$ cat config.mk
export PLATFORM = sky130hd
export DESIGN_NAME = e_pipe_reg
export DESIGN_NICKNAME = d
export VERILOG_FILES = /design/src/rtl/y86_pkg.sv /design/src/rtl/pipe_field_reg.sv /design/src/rtl/e_pipe_reg.sv
export SDC_FILE = /design/constraint.sdc
export NUM_CORES = 1
export LEC_CHECK = 0
export ABC_AREA = 1
export CAP_MARGIN = 25
export CORE_AREA = 2 2 230 232
export DETAILED_ROUTE_END_ITERATION = 7
export DIE_AREA = 0 0 232 234
export PLACE_DENSITY = 0.46
export SLEW_MARGIN = 5
export SYNTH_ARGS = -nofsm -noshare
export SYNTH_HDL_FRONTEND = slang
export SYNTH_SLANG_ARGS = --single-unit
$ cat constraint.sdc
create_clock -name clk -period 1.3 [get_ports clk]
set_clock_uncertainty 0.15 [all_clocks]
set_input_delay 0.325 -clock clk [delete_from_list [all_inputs] [get_ports clk]]
set_output_delay 0.325 -clock clk [all_outputs]
set_load 0.01 [all_outputs]
$ cat src/rtl/y86_pkg.sv
// Shared Y86-64 definitions: instruction codes, status codes, the "no register"
// ID and the constants that make up a pipeline NOP bubble.
package y86_pkg;

  typedef enum logic [3:0] {
    IHALT   = 4'h0,
    INOP    = 4'h1,
    IRRMOVQ = 4'h2,
    IIRMOVQ = 4'h3,
    IRMMOVQ = 4'h4,
    IMRMOVQ = 4'h5,
    IOPQ    = 4'h6,
    IJXX    = 4'h7,
    ICALL   = 4'h8,
    IRET    = 4'h9,
    IPUSHQ  = 4'hA,
    IPOPQ   = 4'hB
  } icode_e;

  typedef enum logic [2:0] {
    SAOK = 3'd1,
    SHLT = 3'd2,
    SADR = 3'd3,
    SINS = 3'd4
  } stat_e;

  localparam logic [3:0] RNONE = 4'hF;

  // Bubble contents: a NOP with no register traffic and a good status.
  localparam logic [3:0] BUBBLE_ICODE = INOP;
  localparam logic [3:0] BUBBLE_IFUN  = 4'h0;
  localparam logic [2:0] BUBBLE_STAT  = SAOK;
  localparam logic [3:0] BUBBLE_RID   = RNONE;
  localparam logic       BUBBLE_VALID = 1'b0;

endpackage

$ cat src/rtl/pipe_field_reg.sv
// Generic pipeline field flop: synchronous reset and bubble both load
// BUBBLE_VAL, stall holds, otherwise the input is captured.
module pipe_field_reg #(
  parameter int            W          = 1,
  parameter logic [W-1:0]  BUBBLE_VAL = '0
) (
  input  logic         clk,
  input  logic         reset,
  input  logic         stall,
  input  logic         bubble,
  input  logic [W-1:0] d,
  output logic [W-1:0] q
);

  // Field register with priority reset > stall > bubble > load.
  always_ff @(posedge clk) begin
    if (reset) begin
      q <= BUBBLE_VAL;
    end else if (stall) begin
      q <= q;
    end else if (bubble) begin
      q <= BUBBLE_VAL;
    end else begin
      q <= d;
    end
  end

endmodule

$ cat src/rtl/e_pipe_reg.sv
// Decode-to-execute pipeline register for the 5-stage Y86-64 core.
// One pipe_field_reg per field; stall holds, bubble inserts a NOP, and a
// sticky ctrl_err flags stall and bubble asserted together (stall wins).
// Optional macro E_PIPE_REG_PERF_EN adds load/stall/bubble perf counters.
module e_pipe_reg
  import y86_pkg::*;
#(
  parameter int DATA_W = 64,
  parameter int RID_W  = 4,
  parameter int STAT_W = 3
) (
  input  logic              clk,
  input  logic              reset,
  input  logic              E_stall,
  input  logic              E_bubble,
  input  logic [STAT_W-1:0] D_stat,
  input  logic [3:0]        D_icode,
  input  logic [3:0]        D_ifun,
  input  logic [DATA_W-1:0] D_valC,
  input  logic [DATA_W-1:0] D_valP,
  input  logic [DATA_W-1:0] d_valA,
  input  logic [DATA_W-1:0] d_valB,
  input  logic [RID_W-1:0]  d_rA,
  input  logic [RID_W-1:0]  d_rB,
  input  logic [RID_W-1:0]  d_dstE,
  input  logic [RID_W-1:0]  d_dstM,
  input  logic [RID_W-1:0]  d_srcA,
  input  logic [RID_W-1:0]  d_srcB,
  output logic [STAT_W-1:0] E_stat,
  output logic [3:0]        E_icode,
  output logic [3:0]        E_ifun,
  output logic [DATA_W-1:0] E_valC,
  output logic [DATA_W-1:0] E_valA,
  output logic [DATA_W-1:0] E_valB,
  output logic [DATA_W-1:0] E_valP,
  output logic [RID_W-1:0]  E_rA,
  output logic [RID_W-1:0]  E_rB,
  output logic [RID_W-1:0]  E_dstE,
  output logic [RID_W-1:0]  E_dstM,
  output logic [RID_W-1:0]  E_srcA,
  output logic [RID_W-1:0]  E_srcB,
  output logic              E_valid,
  output logic              ctrl_err
`ifdef E_PIPE_REG_PERF_EN
  ,
  output logic [DATA_W-1:0] perf_loads,
  output logic [DATA_W-1:0] perf_stalls,
  output logic [DATA_W-1:0] perf_bubbles
`endif
);

  localparam logic [STAT_W-1:0] STAT_BUB = STAT_W'(BUBBLE_STAT);
  localparam logic [RID_W-1:0]  RID_BUB  = RID_W'(BUBBLE_RID);
  localparam logic [DATA_W-1:0] DATA_BUB = {DATA_W{1'b0}};

  logic conflict_s;
  assign conflict_s = E_stall & E_bubble;

  pipe_field_reg #(.W(STAT_W), .BUBBLE_VAL(STAT_BUB)) u_stat (
    .clk(clk), .reset(reset), .stall(E_stall), .bubble(E_bubble), .d(D_stat), .q(E_stat));
  pipe_field_reg #(.W(4), .BUBBLE_VAL(BUBBLE_ICODE)) u_icode (
    .clk(clk), .reset(reset), .stall(E_stall), .bubble(E_bubble), .d(D_icode), .q(E_icode));
  pipe_field_reg #(.W(4), .BUBBLE_VAL(BUBBLE_IFUN)) u_ifun (
    .clk(clk), .reset(reset), .stall(E_stall), .bubble(E_bubble), .d(D_ifun), .q(E_ifun));
  pipe_field_reg #(.W(DATA_W), .BUBBLE_VAL(DATA_BUB)) u_valc (
    .clk(clk), .reset(reset), .stall(E_stall), .bubble(E_bubble), .d(D_valC), .q(E_valC));
  pipe_field_reg #(.W(DATA_W), .BUBBLE_VAL(DATA_BUB)) u_vala (
    .clk(clk), .reset(reset), .stall(E_stall), .bubble(E_bubble), .d(d_valA), .q(E_valA));
  pipe_field_reg #(.W(DATA_W), .BUBBLE_VAL(DATA_BUB)) u_valb (
    .clk(clk), .reset(reset), .stall(E_stall), .bubble(E_bubble), .d(d_valB), .q(E_valB));
  pipe_field_reg #(.W(DATA_W), .BUBBLE_VAL(DATA_BUB)) u_valp (
    .clk(clk), .reset(reset), .stall(E_stall), .bubble(E_bubble), .d(D_valP), .q(E_valP));
  pipe_field_reg #(.W(RID_W), .BUBBLE_VAL(RID_BUB)) u_ra (
    .clk(clk), .reset(reset), .stall(E_stall), .bubble(E_bubble), .d(d_rA), .q(E_rA));
  pipe_field_reg #(.W(RID_W), .BUBBLE_VAL(RID_BUB)) u_rb (
    .clk(clk), .reset(reset), .stall(E_stall), .bubble(E_bubble), .d(d_rB), .q(E_rB));
  pipe_field_reg #(.W(RID_W), .BUBBLE_VAL(RID_BUB)) u_dste (
    .clk(clk), .reset(reset), .stall(E_stall), .bubble(E_bubble), .d(d_dstE), .q(E_dstE));
  pipe_field_reg #(.W(RID_W), .BUBBLE_VAL(RID_BUB)) u_dstm (
    .clk(clk), .reset(reset), .stall(E_stall), .bubble(E_bubble), .d(d_dstM), .q(E_dstM));
  pipe_field_reg #(.W(RID_W), .BUBBLE_VAL(RID_BUB)) u_srca (
    .clk(clk), .reset(reset), .stall(E_stall), .bubble(E_bubble), .d(d_srcA), .q(E_srcA));
  pipe_field_reg #(.W(RID_W), .BUBBLE_VAL(RID_BUB)) u_srcb (
    .clk(clk), .reset(reset), .stall(E_stall), .bubble(E_bubble), .d(d_srcB), .q(E_srcB));

  // Valid marker: every load is a real instruction, a bubble is not.
  pipe_field_reg #(.W(1), .BUBBLE_VAL(BUBBLE_VALID)) u_valid (
    .clk(clk), .reset(reset), .stall(E_stall), .bubble(E_bubble), .d(1'b1), .q(E_valid));

  // Sticky control-error flag; only reset clears it.
  always_ff @(posedge clk) begin
    if (reset) begin
      ctrl_err <= 1'b0;
    end else if (conflict_s) begin
      ctrl_err <= 1'b1;
    end else begin
      ctrl_err <= ctrl_err;
    end
  end

`ifdef E_PIPE_REG_PERF_EN
  logic load_s;
  assign load_s = ~E_stall & ~E_bubble;

  // Perf counters, wrapping naturally at 2^DATA_W.
  always_ff @(posedge clk) begin
    if (reset) begin
      perf_loads   <= {DATA_W{1'b0}};
      perf_stalls  <= {DATA_W{1'b0}};
      perf_bubbles <= {DATA_W{1'b0}};
    end else if (E_stall) begin
      perf_stalls  <= perf_stalls + DATA_W'(1);
    end else if (E_bubble) begin
      perf_bubbles <= perf_bubbles + DATA_W'(1);
    end else if (load_s && (D_icode != INOP)) begin
      perf_loads   <= perf_loads + DATA_W'(1);
    end else begin
      perf_loads   <= perf_loads;
    end
  end
`endif

endmodule

Word-level counts from Yosys, hierarchy flattened

Cells that the tools add are included.

$add $sub $neg: 0
Multipliers: 0
Div/mod/pow operators: 0
Order comparisons: 0
Equality and inequality tests: 0
Shift operators: 0
Mux-type cells: 14
Bitwise operators: 1
Reduce and logical (&&, ||, !) cells: 0

Operators with widths:

| operator          | count |
|---|---|
| 64-bit 2-to-1 mux | 4 |
| 4-bit 2-to-1 mux  | 8 |
| 3-bit 2-to-1 mux  | 1 |
| 1-bit bitwise AND | 1 |
| 1-bit 2-to-1 mux  | 1 |

Register bits after elaboration: 293
Latch bits: 0
Memory bits (writable): 0
Bits in read-only memories: 0
Input port bits: 295
Output and inout port bits: 293
Memories: 0

Longest topological paths before layout

Gate-level depths: netlist of the first run.

Depth after elaboration: 1
Gate-level depth with buffers: 6
Mapped depth without buffers: 3

Hierarchy

A second synthesis of the first run with hierarchy kept.

Cells, all modules: 1270
Area total of the unflattened synthesis: 10063.4 um2

By module, submodules not included:

| module                      | times used | cells each | area an instance (um2) |
|---|---|---|---|
| pipe_field_reg (u_vala ...) | 4          | 277        | 2188.3 |
| pipe_field_reg (u_dste ...) | 6          | 17         | 138.9 |
| pipe_field_reg (u_icode)    | 1          | 17         | 142.6 |
| pipe_field_reg (u_ifun)     | 1          | 17         | 136.4 |
| pipe_field_reg (u_stat)     | 1          | 13         | 110.1 |
| pipe_field_reg (u_valid)    | 1          | 8          | 47.5 |
| e_pipe_reg                  | 1          | 5          | 40.0 |

Least setup slack after synthesis of the first run

Ideal clock, no wire load.

Path type: in2reg
Start: in E_bubble
End: reg u_valc.q[10]
Library setup time: 70 ps
Arrival time: 1039 ps
Setup slack: 41 ps
Cell stages on the path: 6
Cell sequence: buf_2 > nor2_8 > buf_4 > buf_6 > nand2_1 > a21oi_1

Cells in the longest elaborated chain, start to end: 1

Ends and longest elaborated chain:

| what                 | RTL line             | RTL |
|---|---|---|
| start, declared      | e_pipe_reg.sv:15     | `input logic E_bubble,` |
| 64-bit 2-to-1 mux    | pipe_field_reg.sv:21 | `end else if (bubble) begin` |
| end signal, assigned | pipe_field_reg.sv:20 | `q <= q;` |
| end, declared        | pipe_field_reg.sv:12 | `output logic [W-1:0] q` |

No other way between the ends.
A chain may end at the register's enable or synchronous reset.

Worst setup path after layout of the first run

Start: reg u_ifun.q[3]
End: out E_ifun[3]

RTL lines:

| what                   | RTL line             | RTL |
|---|---|---|
| start, declared        | pipe_field_reg.sv:12 |  |
| start signal, assigned | pipe_field_reg.sv:20 |  |
| end, declared          | e_pipe_reg.sv:31     | `output logic [3:0] E_ifun,` |

No word-level cell between the ends.

==> out/metrics.yaml, run 1 <==
power_leakage_nw: 7.68
die_y_microns: 234
avgSynthCellArea_sq_um: 8.02
grt_pass1_vias: 10420
area_growth_pct: 89.8
grt_use_total_pct: 14.4
yosys.area.top_type_share_pct: 57.5
fmax_mhz: 675
r2r_start: "u_vala.q[52]"
top_layer: "met4"
wl_per_cell_microns: 15.8
cts_buffers: 36
layout_min_cycle_time_ns: 1.48
p_switching_mw: 5.33
yosysWarnings: 0
finalSetupViolCount: 293
sw_frac_of_total_pct: 23.6
die_x_microns: 232
final_common_cell: "nand2_1"
synth_area_leader_cell: "dfxtp_1"
power_frac_seq_pct: 42.8
synth_nets: 1567
gp_congestion: 0.818
clkPwrFrac_pct: 42.9
synth_top_family_by_area: "simple AND/OR/NAND/NOR gates"
antenna_found_initial: 1
relSlewSlack_pct: 82.6
critPathTopFamily: "flip-flops"
synthSimpleGateAreaFrac_pct: 22.0
wl_met2_mm: 20.4
slew_viol_final: 0
fin_crit_sh_pct: 114
routed_wl_mm: 41.4
grt_max_degree: 38
tightest_slew_ns: 0.260
cp.required_ns: 0.82
synth.cell_area_sq_um: 10200
design.core.area_sq_um: 52000
critPathLaunchType: "flop"
final_cell_mix: "nand2_1 (556), buf_6 (292), dfxtp_2 (291), clkdlybuf4s50_1 (291), a21oi_1 (267)"
via_per_inst: 4.07
ant_nets: 0
drt_iter0_drc: 501
dp_hpwl_mm: 30.7
hold_violations: 0
synthAdderAreaFrac_pct: 0
clk_latency_ns: 0.52
routed-wl-met3_mm: 3.36
cts_sinks: 293
seq_area_frac_synth_pct: 57.5
synth_xor_area_share_pct: 0
p_int_mw: 17.3
drive_gt1_share_pct: 38.7
synthTopCellsByArea: "dfxtp_1 (57%), nand2_1 (20%), a21oi_1 (13%)"
fin_area_sq_um: 19400
tritoncts: "done"
grt-ovfl-total: 0
crit_chain: "buf_6"
muxShareOfSynthArea_pct: 0
m1WireLength_mm: 16.5
maxCapViolCount: 0
n_fill_cell: 5371
synth_compound_area_share_pct: 14.4
max_stage_delay_ns: 0.35
criticalPathCategory: "flop to output port"
fin_cells: 2612
design.die.area_sq_um: 54300
cp.arrival_ns: 1.01
drc: 0
num_rows: 84
failed_checks: "negative setup slack"
cp-end-kind: "output port"
root_buffer: "clkbuf_16"
netlist_instances: 1272
vias: 10621
slowest_stage: "dfxtp_4"
path_buf_inv: 1
ctsHtreeMaxLevel: 2
worst_slack_ns: -0.181
rsz0062_at_grt: "true"
regArea_sq_um: 6240
clk_pin_slew_ns: 0.06
port_buffers: 587
vdd_drop_max_mv: 0.870
crit_fanout: 2
placed_area_sq_um: 17200
layout.nets: 2197
tns_ns: -38.89
power.density_cell_area_nw_per_um2: 1170
grt_first_pass_wirelength_mm: 60.7
clock_path_buffers: 3
dp.cells: 2511
io_pins: 588
p_comb_share_pct: 14.3
synth.distinct_cells: 14
status: "finished with violations"
dr.pass1.iters: 4
crit_start: "u_ifun.q[3]"
hold_path_class: "input port to flop"
multiInputGateArea_sq_um: 3710
ys_ff_latch: 293
start_util_pct: 19.6
min_from: "E_stall"
flip-flops by register name, summed over array words and instances, names as in the netlist:
register and cells:
u_valid.q 1, u_ra.q 4, u_valc.q 64, u_ifun.q 4, u_stat.q 3, u_srcb.q 4, u_valb.q 64, u_dste.q 4
u_rb.q 4, u_valp.q 64, u_srca.q 4, u_vala.q 64, u_dstm.q 4, ctrl_err 1, u_icode.q 4
power by group through the flow:
stage	Combinational, mW	Sequential [mW]	Clock, mW
after floorplan	0.852	9.89	0
after global placement	3.13	9.72	0
after global routing	3.48	9.72	10.5
after detailed placement	3.13	9.73	0
final	3.22	9.69	9.70
after CTS	3.22	9.68	10.1
cell type report:
| cell class | instances | share of cell area, % |
|---|---|---|
| repair buffers | 691 | 38.3 |
| flip-flops and latches | 293 | 32.2 |
| multi-input cells | 878 | 19.2 |
| clock buffers | 53 | 5.61 |
| well taps | 688 | 4.45 |
| clock inverters | 4 | 0.246 |
| inverters | 2 | 0.0388 |
| diodes | 3 | 0.0388 |
path summary, 6_finish.rpt:
path / end / slack [ns] / cells past startpoint
worst min register to register: u_valc.q[56] / 0.31 / 2
worst min-delay path: u_valp.q[38] / 0.11 / 4
worst max register to register: u_vala.q[52] / 0.36 / 4
worst max-delay path: E_ifun[3] / -0.18 / 1
through the flow:
stage | setup slack (ns) | utilization (%) | power [mW] | hold slack (ns)
after floorplan | 0.0409 | - | 10.7 | 0.310
after global placement | -0.565 | 33.0 | 12.9 | 0.298
after detailed placement | -0.554 | 33.0 | 12.9 | 0.301
after CTS | -0.238 | 36.7 | 23.0 | 0.0744
after global routing | -0.231 | 37.2 | 23.7 | 0.103
final | -0.181 | 37.2 | 22.6 | 0.112
routing by layer:
metal | vias to the layer above | global-route usage [%]
li1 | 5349 | -
met3 | 64 | 4.73
met2 | 353 | 24.7
met1 | 4855 | 16.4
met4 | 0 | 5.67
met5 | - | 0
synthesized netlist by cell type:
cell        n
a21oi_1   267
buf_1      10
buf_2      34
buf_4       3
buf_6      26
clkbuf_1   26
clkinv_1    1
dfxtp_1   293
inv_1       1
nand2_1   556
nand3_1    26
nor2_1      2
nor2_8      1
o21ai_0    26
what timing repair did:
action                                   CTS  global route
hold buffers                               1             0
hold endpoints to repair                   2             0
gates resized for setup                 1805             2
pin swaps                                  0             0
endpoints found under the setup margin   293           414
buffers inserted                           8            32
cell families (layout without fill, tap and decap cells):
family,after synthesis,count (layout)
buffers and inverters,101,750
and+or+nand+nor,585,585
other,0,3
AOI/OAI and AO/OA,293,293
DFF,293,293
No activity file was read; power rests on OpenSTA's default activity.
==> inputs of run 2 (changes only) <==
--- a/config.mk
+++ b/config.mk
@@ -11,6 +11,7 @@
 export DETAILED_ROUTE_END_ITERATION = 7
 export DIE_AREA = 0 0 232 234
 export PLACE_DENSITY = 0.46
+export REMOVE_ABC_BUFFERS = 1
 export SLEW_MARGIN = 5
 export SYNTH_ARGS = -nofsm -noshare
 export SYNTH_HDL_FRONTEND = slang
==> run 2 against run 1 <==
  * The run still ends with negative setup slack left
  * Non-clock buffer count up 22
  * Maximum frequency down 0.23%
  * Global-route usage is 0.12 points higher
  * Utilization rose by 0.16 points
  * Sequential share of layout area fell by 0.14 points
  * Critical path depth unchanged
  * Combinational power about the same
  * Clock power grew 1%
  * Wire length is 0.89% higher
  * First-iteration DRC count down 29%
  * Largest cell class unchanged
  * Largest power group unchanged
==> out/metrics.yaml, run 2 (synthesized netlist as in run 1, its figures left out) <==
vdd_drop_max_mv: 0.838  # -3.6%
pre_cts_ws_ns: -0.576  # -0.0219 ns
die_x_microns: 232  # unchanged
grt-ovfl-total: 0  # unchanged
crit_fanout: 2  # unchanged
layout_min_cycle_time_ns: 1.48  # +0.00336 ns
whs_endpoint: "u_valp.q[1]"
via_per_inst: 4.09  # +0.57%
drc: 0  # unchanged
hold_violations: 0  # unchanged
drt_iter0_drc: 355  # -29%
r2r_start: "u_valc.q[28]"
slowest_stage: "dfxtp_4"
grt_max_degree: 60  # +58%
wl_per_cell_microns: 15.8  # about the same
design.die.area_sq_um: 54300  # unchanged
tightest_slew_ns: 0.340  # +0.0795 ns
dp_hpwl_mm: 30.7  # +0.24%
r2r_cells: 4  # unchanged
clk_pin_slew_ns: 0.06  # about the same
fmax_mhz: 674  # -0.23%
dr.pass1.iters: 4  # unchanged
min_path_cells: 5  # +1
maxCapViolCount: 0  # unchanged
slew_viol_final: 0  # unchanged
io_pins: 588  # unchanged
final_common_cell: "nand2_1"
tritoncts: "done"
grt_use_total_pct: 14.5  # +0.12 points
rr_endpoint: "u_valc.q[28]"
design.core.area_sq_um: 52000  # unchanged
fin_cells: 2637  # +0.96%
final_cell_mix: "nand2_1 (556), buf_6 (293), dfxtp_2 (291), clkdlybuf4s50_1 (291), a21oi_1 (267)"
gp_congestion: 0.774  # -5.3%
cp-end-kind: "output port"
port_buffers: 587  # unchanged
timing.hold.ws_ns: 0.129  # +0.0178 ns
clk_latency_ns: 0.52  # about the same
finalSetupViolCount: 293  # unchanged
ctsHtreeMaxLevel: 2  # unchanged
clock_path_buffers: 3  # unchanged
power_leakage_nw: 7.76  # +0.95%
ant_nets: 0  # unchanged
dp.cells: 2524  # +0.52%
vias: 10784  # +1.5%
die_y_microns: 234  # unchanged
fin_crit_sh_pct: 114  # +0.26 points
max_stage_delay_ns: 0.36  # about the same
grt_pass1_vias: 10554  # +1.3%
cp.arrival_ns: 1.01  # about the same
r2r_slack_ns: 0.36  # about the same
routed_wl_mm: 41.8  # +0.89%
num_rows: 84  # unchanged
cts_buffers: 37  # +2.8%
root_buffer: "clkbuf_16"
cp.required_ns: 0.82  # about the same
layout.nets: 2220  # +1.0%
crit_chain: "buf_6"
rsz0062_at_grt: "true"
relSlewSlack_pct: 77.3  # -5.3 points
power_mw: 22.8  # +0.67%
drive_gt1_share_pct: 39.2  # +0.54 points
power.density_cell_area_nw_per_um2: 1170  # +0.24%
worst_slack_ns: -0.184  # -0.00336 ns
grt_first_pass_wirelength_mm: 61.2  # +0.76%
cts_sinks: 293  # unchanged
start_util_pct: 19.6  # unchanged
min_from: "E_stall"
path_buf_inv: 1  # unchanged
failed_checks: "negative setup slack"
critPathLaunchType: "flop"
critPathTopFamily: "flip-flops"
criticalPathCategory: "flop to output port"
status: "finished with violations"
hold_path_class: "input port to flop"
area_growth_pct: 90.6
antenna_found_initial: 1  # unchanged
[run 2: per-layer routing]
metal	up-vias	track usage, %	routed length, microns
met5	-	0	0
met3	59	5.44	4020
met4	0	4.75	1000
li1	5399	-	-
met1	4925	16.4	16400
met2	401	25.0	20300
[run 2: timing repair]
item,4_1_cts,5_1_grt
setup buffers,6,43
endpoints found under the setup margin,296,293
pin swaps,0,0
hold endpoints to repair,3,0
gates resized for setup,1818,0
hold buffers,1,0
[run 2: cell type report]
type	count	area (sq um)
antenna	1	2.50
tap	688	861
clock buffer	55	1080
clock inverter	7	67.6
timing repair buffer	713	7480
sequential	293	6240
inverter	2	7.51
fill	5394	32600
multi-input combinational	878	3710
[run 2: where the power goes]
part	switching, mW	internal [mW]
sequential	0.261	9.43
clock	3.93	5.90
combinational	1.28	1.95
total	5.48	17.3
[run 2: worst register-to-register path: stages, from the launching register on]
cell,delay [ns]
dfxtp_2,0.32
buf_4,0.12
buf_4,0.12
nand2_1,0.05
a21oi_1,0.06
[run 2: how the worst max path moves through the flow]
| stage | start | end | slack (ns) | cells past startpoint |
|---|---|---|---|---|
| 4_1_cts | u_valc.q[43] | E_valC[43] | -0.24 | 1 |
| 6_report | u_valc.q[43] | E_valC[43] | -0.18 | 1 |
| 3_3_place_gp | E_bubble | u_valc.q[59] | -0.52 | 6 |
| 2_1_floorplan | E_bubble | u_valc.q[56] | -1.10 | 3 |
| 5_1_grt | u_valc.q[43] | E_valC[43] | -0.24 | 1 |
| 3_5_place_dp | E_bubble | u_valc.q[2] | -0.58 | 6 |
[run 2: per-stage QoR]
stage	util [%]	area [sq um]	setup TNS, ns
after floorplan	-	9580	-293.02
after global placement	33.0	17200	-144.36
after detailed placement	33.0	17200	-152.37
after CTS	36.8	19100	-54.81
after global routing	37.4	19400	-54.96
final	37.4	19400	-40.35
==> inputs of run 3 (changes only) <==
--- a/config.mk
+++ b/config.mk
@@ -12,6 +12,7 @@
 export DIE_AREA = 0 0 232 234
 export PLACE_DENSITY = 0.46
 export REMOVE_ABC_BUFFERS = 1
+export SKIP_CTS_REPAIR_TIMING = 1
 export SLEW_MARGIN = 5
 export SYNTH_ARGS = -nofsm -noshare
 export SYNTH_HDL_FRONTEND = slang
==> run 3 against run 2 <==
  * The flow still finishes with violations (negative setup slack)
  * Setup slack lost 0.0034 ns
  * Final cell count shrank 0.27%
  * Critical path depth is the same
  * Combinational power is essentially flat
  * Die area is the same
  * Via count shrank 0.20%
  * Hold slack lost 0.0043 ns
  * Critical path type unchanged
  * Largest cell class unchanged
  * Highest routed layer unchanged
==> out/metrics.yaml, run 3 (synthesized netlist as in run 1, its figures left out) <==
via_per_inst: 4.09  # about the same
cp.required_ns: 0.82  # about the same
r2r_start: "u_valb.q[56]"
drt_iter0_drc: 370  # +4.2%
io_pins: 588  # unchanged
worst_slack_ns: -0.188  # -0.00337 ns
tightest_slew_ns: 0.337  # -0.00346 ns
layout_min_cycle_time_ns: 1.49  # +0.00337 ns
relSlewSlack_pct: 77.6  # +0.23 points
finalSetupViolCount: 293  # unchanged
drc: 0  # unchanged
n_fill_cell: 5390  # -0.074%
start_util_pct: 19.6  # unchanged
regArea_sq_um: 6240  # unchanged
maxCapViolCount: 0  # unchanged
design.core.area_sq_um: 52000  # unchanged
hold_violations: 0  # unchanged
power_leakage_nw: 7.73  # -0.35%
clock_path_buffers: 3  # unchanged
grt-ovfl-total: 0  # unchanged
root_buffer: "clkbuf_16"
fin_crit_sh_pct: 114  # +0.26 points
grt_pass1_vias: 10306  # -2.3%
failed_checks: "negative setup slack"
clk_latency_ns: 0.52  # about the same
routed_wl_mm: 41.8  # about the same
grt_first_pass_wirelength_mm: 60.1  # -1.8%
crit_chain: "buf_6"
design.die.area_sq_um: 54300  # unchanged
cts_buffers: 37  # unchanged
slew_viol_final: 0  # unchanged
grt_max_degree: 60  # unchanged
vdd_drop_max_mv: 0.837  # -0.14%
max_stage_delay_ns: 0.36  # about the same
hold_path_class: "input port to flop"
area_growth_pct: 90.1
clk_pin_slew_ns: 0.06  # about the same
layout.nets: 2213  # -0.32%
tritoncts: "done"
cts_sinks: 293  # unchanged
wl_per_cell_microns: 15.9  # +0.27%
cp-end-kind: "output port"
rsz0062_at_grt: "true"
final_common_cell: "nand2_1"
cp.arrival_ns: 1.01  # about the same
die_y_microns: 234  # unchanged
crit_fanout: 2  # unchanged
multiInputGateArea_sq_um: 3710  # unchanged
gp_congestion: 0.774  # unchanged
tns_ns: -40.43  # -0.0823 ns
status: "finished with violations"
crit_start: "u_valc.q[43]"
final_cell_mix: "nand2_1 (556), buf_6 (293), dfxtp_2 (291), clkdlybuf4s50_1 (291), a21oi_1 (267)"
antenna_found_initial: 1  # unchanged
port_buffers: 587  # unchanged
dr.pass1.iters: 4  # unchanged
dp_hpwl_mm: 30.7  # unchanged
power_mw: 22.8  # about the same
num_rows: 84  # unchanged
critPathTopFamily: "flip-flops"
grt_use_total_pct: 14.2  # -0.25 points
critPathLaunchType: "flop"
min_from: "E_stall"
path_buf_inv: 1  # unchanged
timing.hold.ws_ns: 0.125  # -0.00432 ns
power.density_cell_area_nw_per_um2: 1170  # +0.21%
criticalPathCategory: "flop to output port"
fmax_mhz: 672  # -0.23%
slowest_stage: "dfxtp_4"
die_x_microns: 232  # unchanged
ctsHtreeMaxLevel: 2  # unchanged
ant_nets: 0  # unchanged
drive_gt1_share_pct: 39.0  # -0.22 points
vias: 10762  # -0.20%
run 3: per-layer routing:
| layer | up-vias | part of all wire (%) | global-route usage (%) |
|---|---|---|---|
| li1 | 5384 | - | - |
| met1 | 4926 | 39 | 16.4 |
| met2 | 392 | 49 | 24.1 |
| met3 | 60 | 9.8 | 5.34 |
| met4 | 0 | 2.4 | 4.93 |
| met5 | - | 0 | 0 |
run 3: tightest hold or removal path, stage by stage:
cell and delay (ns):
clkbuf_8 0.12, nor2_8 0.05, buf_12 0.14, nand2_1 0.06
a21oi_1 0.05
run 3: per-stage QoR:
stage / utilization [%] / instances / area [sq um] / worst slack, ns
3_5_place_dp: 33.0 / 2524 / 17200 / -0.576
6_report: 37.3 / 2630 / 19400 / -0.188
5_1_grt: 37.3 / 2629 / 19400 / -0.238
3_3_place_gp: 33.0 / 2524 / 17200 / -0.524
4_1_cts: 35.2 / 2586 / 18300 / -0.763
2_1_floorplan: - / 1173 / 9580 / -1.10
run 3: power breakdown:
group          switching [mW]  total [mW]  internal [mW]
registers               0.262        9.69           9.43
logic                    1.28        3.23           1.94
clock network            3.93        9.84           5.90
run 3: final cells by class:
type,count,share of cell area [%]
diodes,1,0.0129
inverters,2,0.0387
well taps,688,4.44
multi-input cells,878,19.1
clock buffers,55,5.55
clock inverters,7,0.348
flip-flops and latches,293,32.2
repair buffers,706,38.3
run 3: path summary, 6_finish.rpt:
check / end / slack (ns) / depth (start not counted)
max: E_valC[43] / -0.19 / 1
min: u_valp.q[1] / 0.12 / 5
max reg2reg: u_valb.q[56] / 0.41 / 3
min reg2reg: u_vala.q[35] / 0.31 / 2
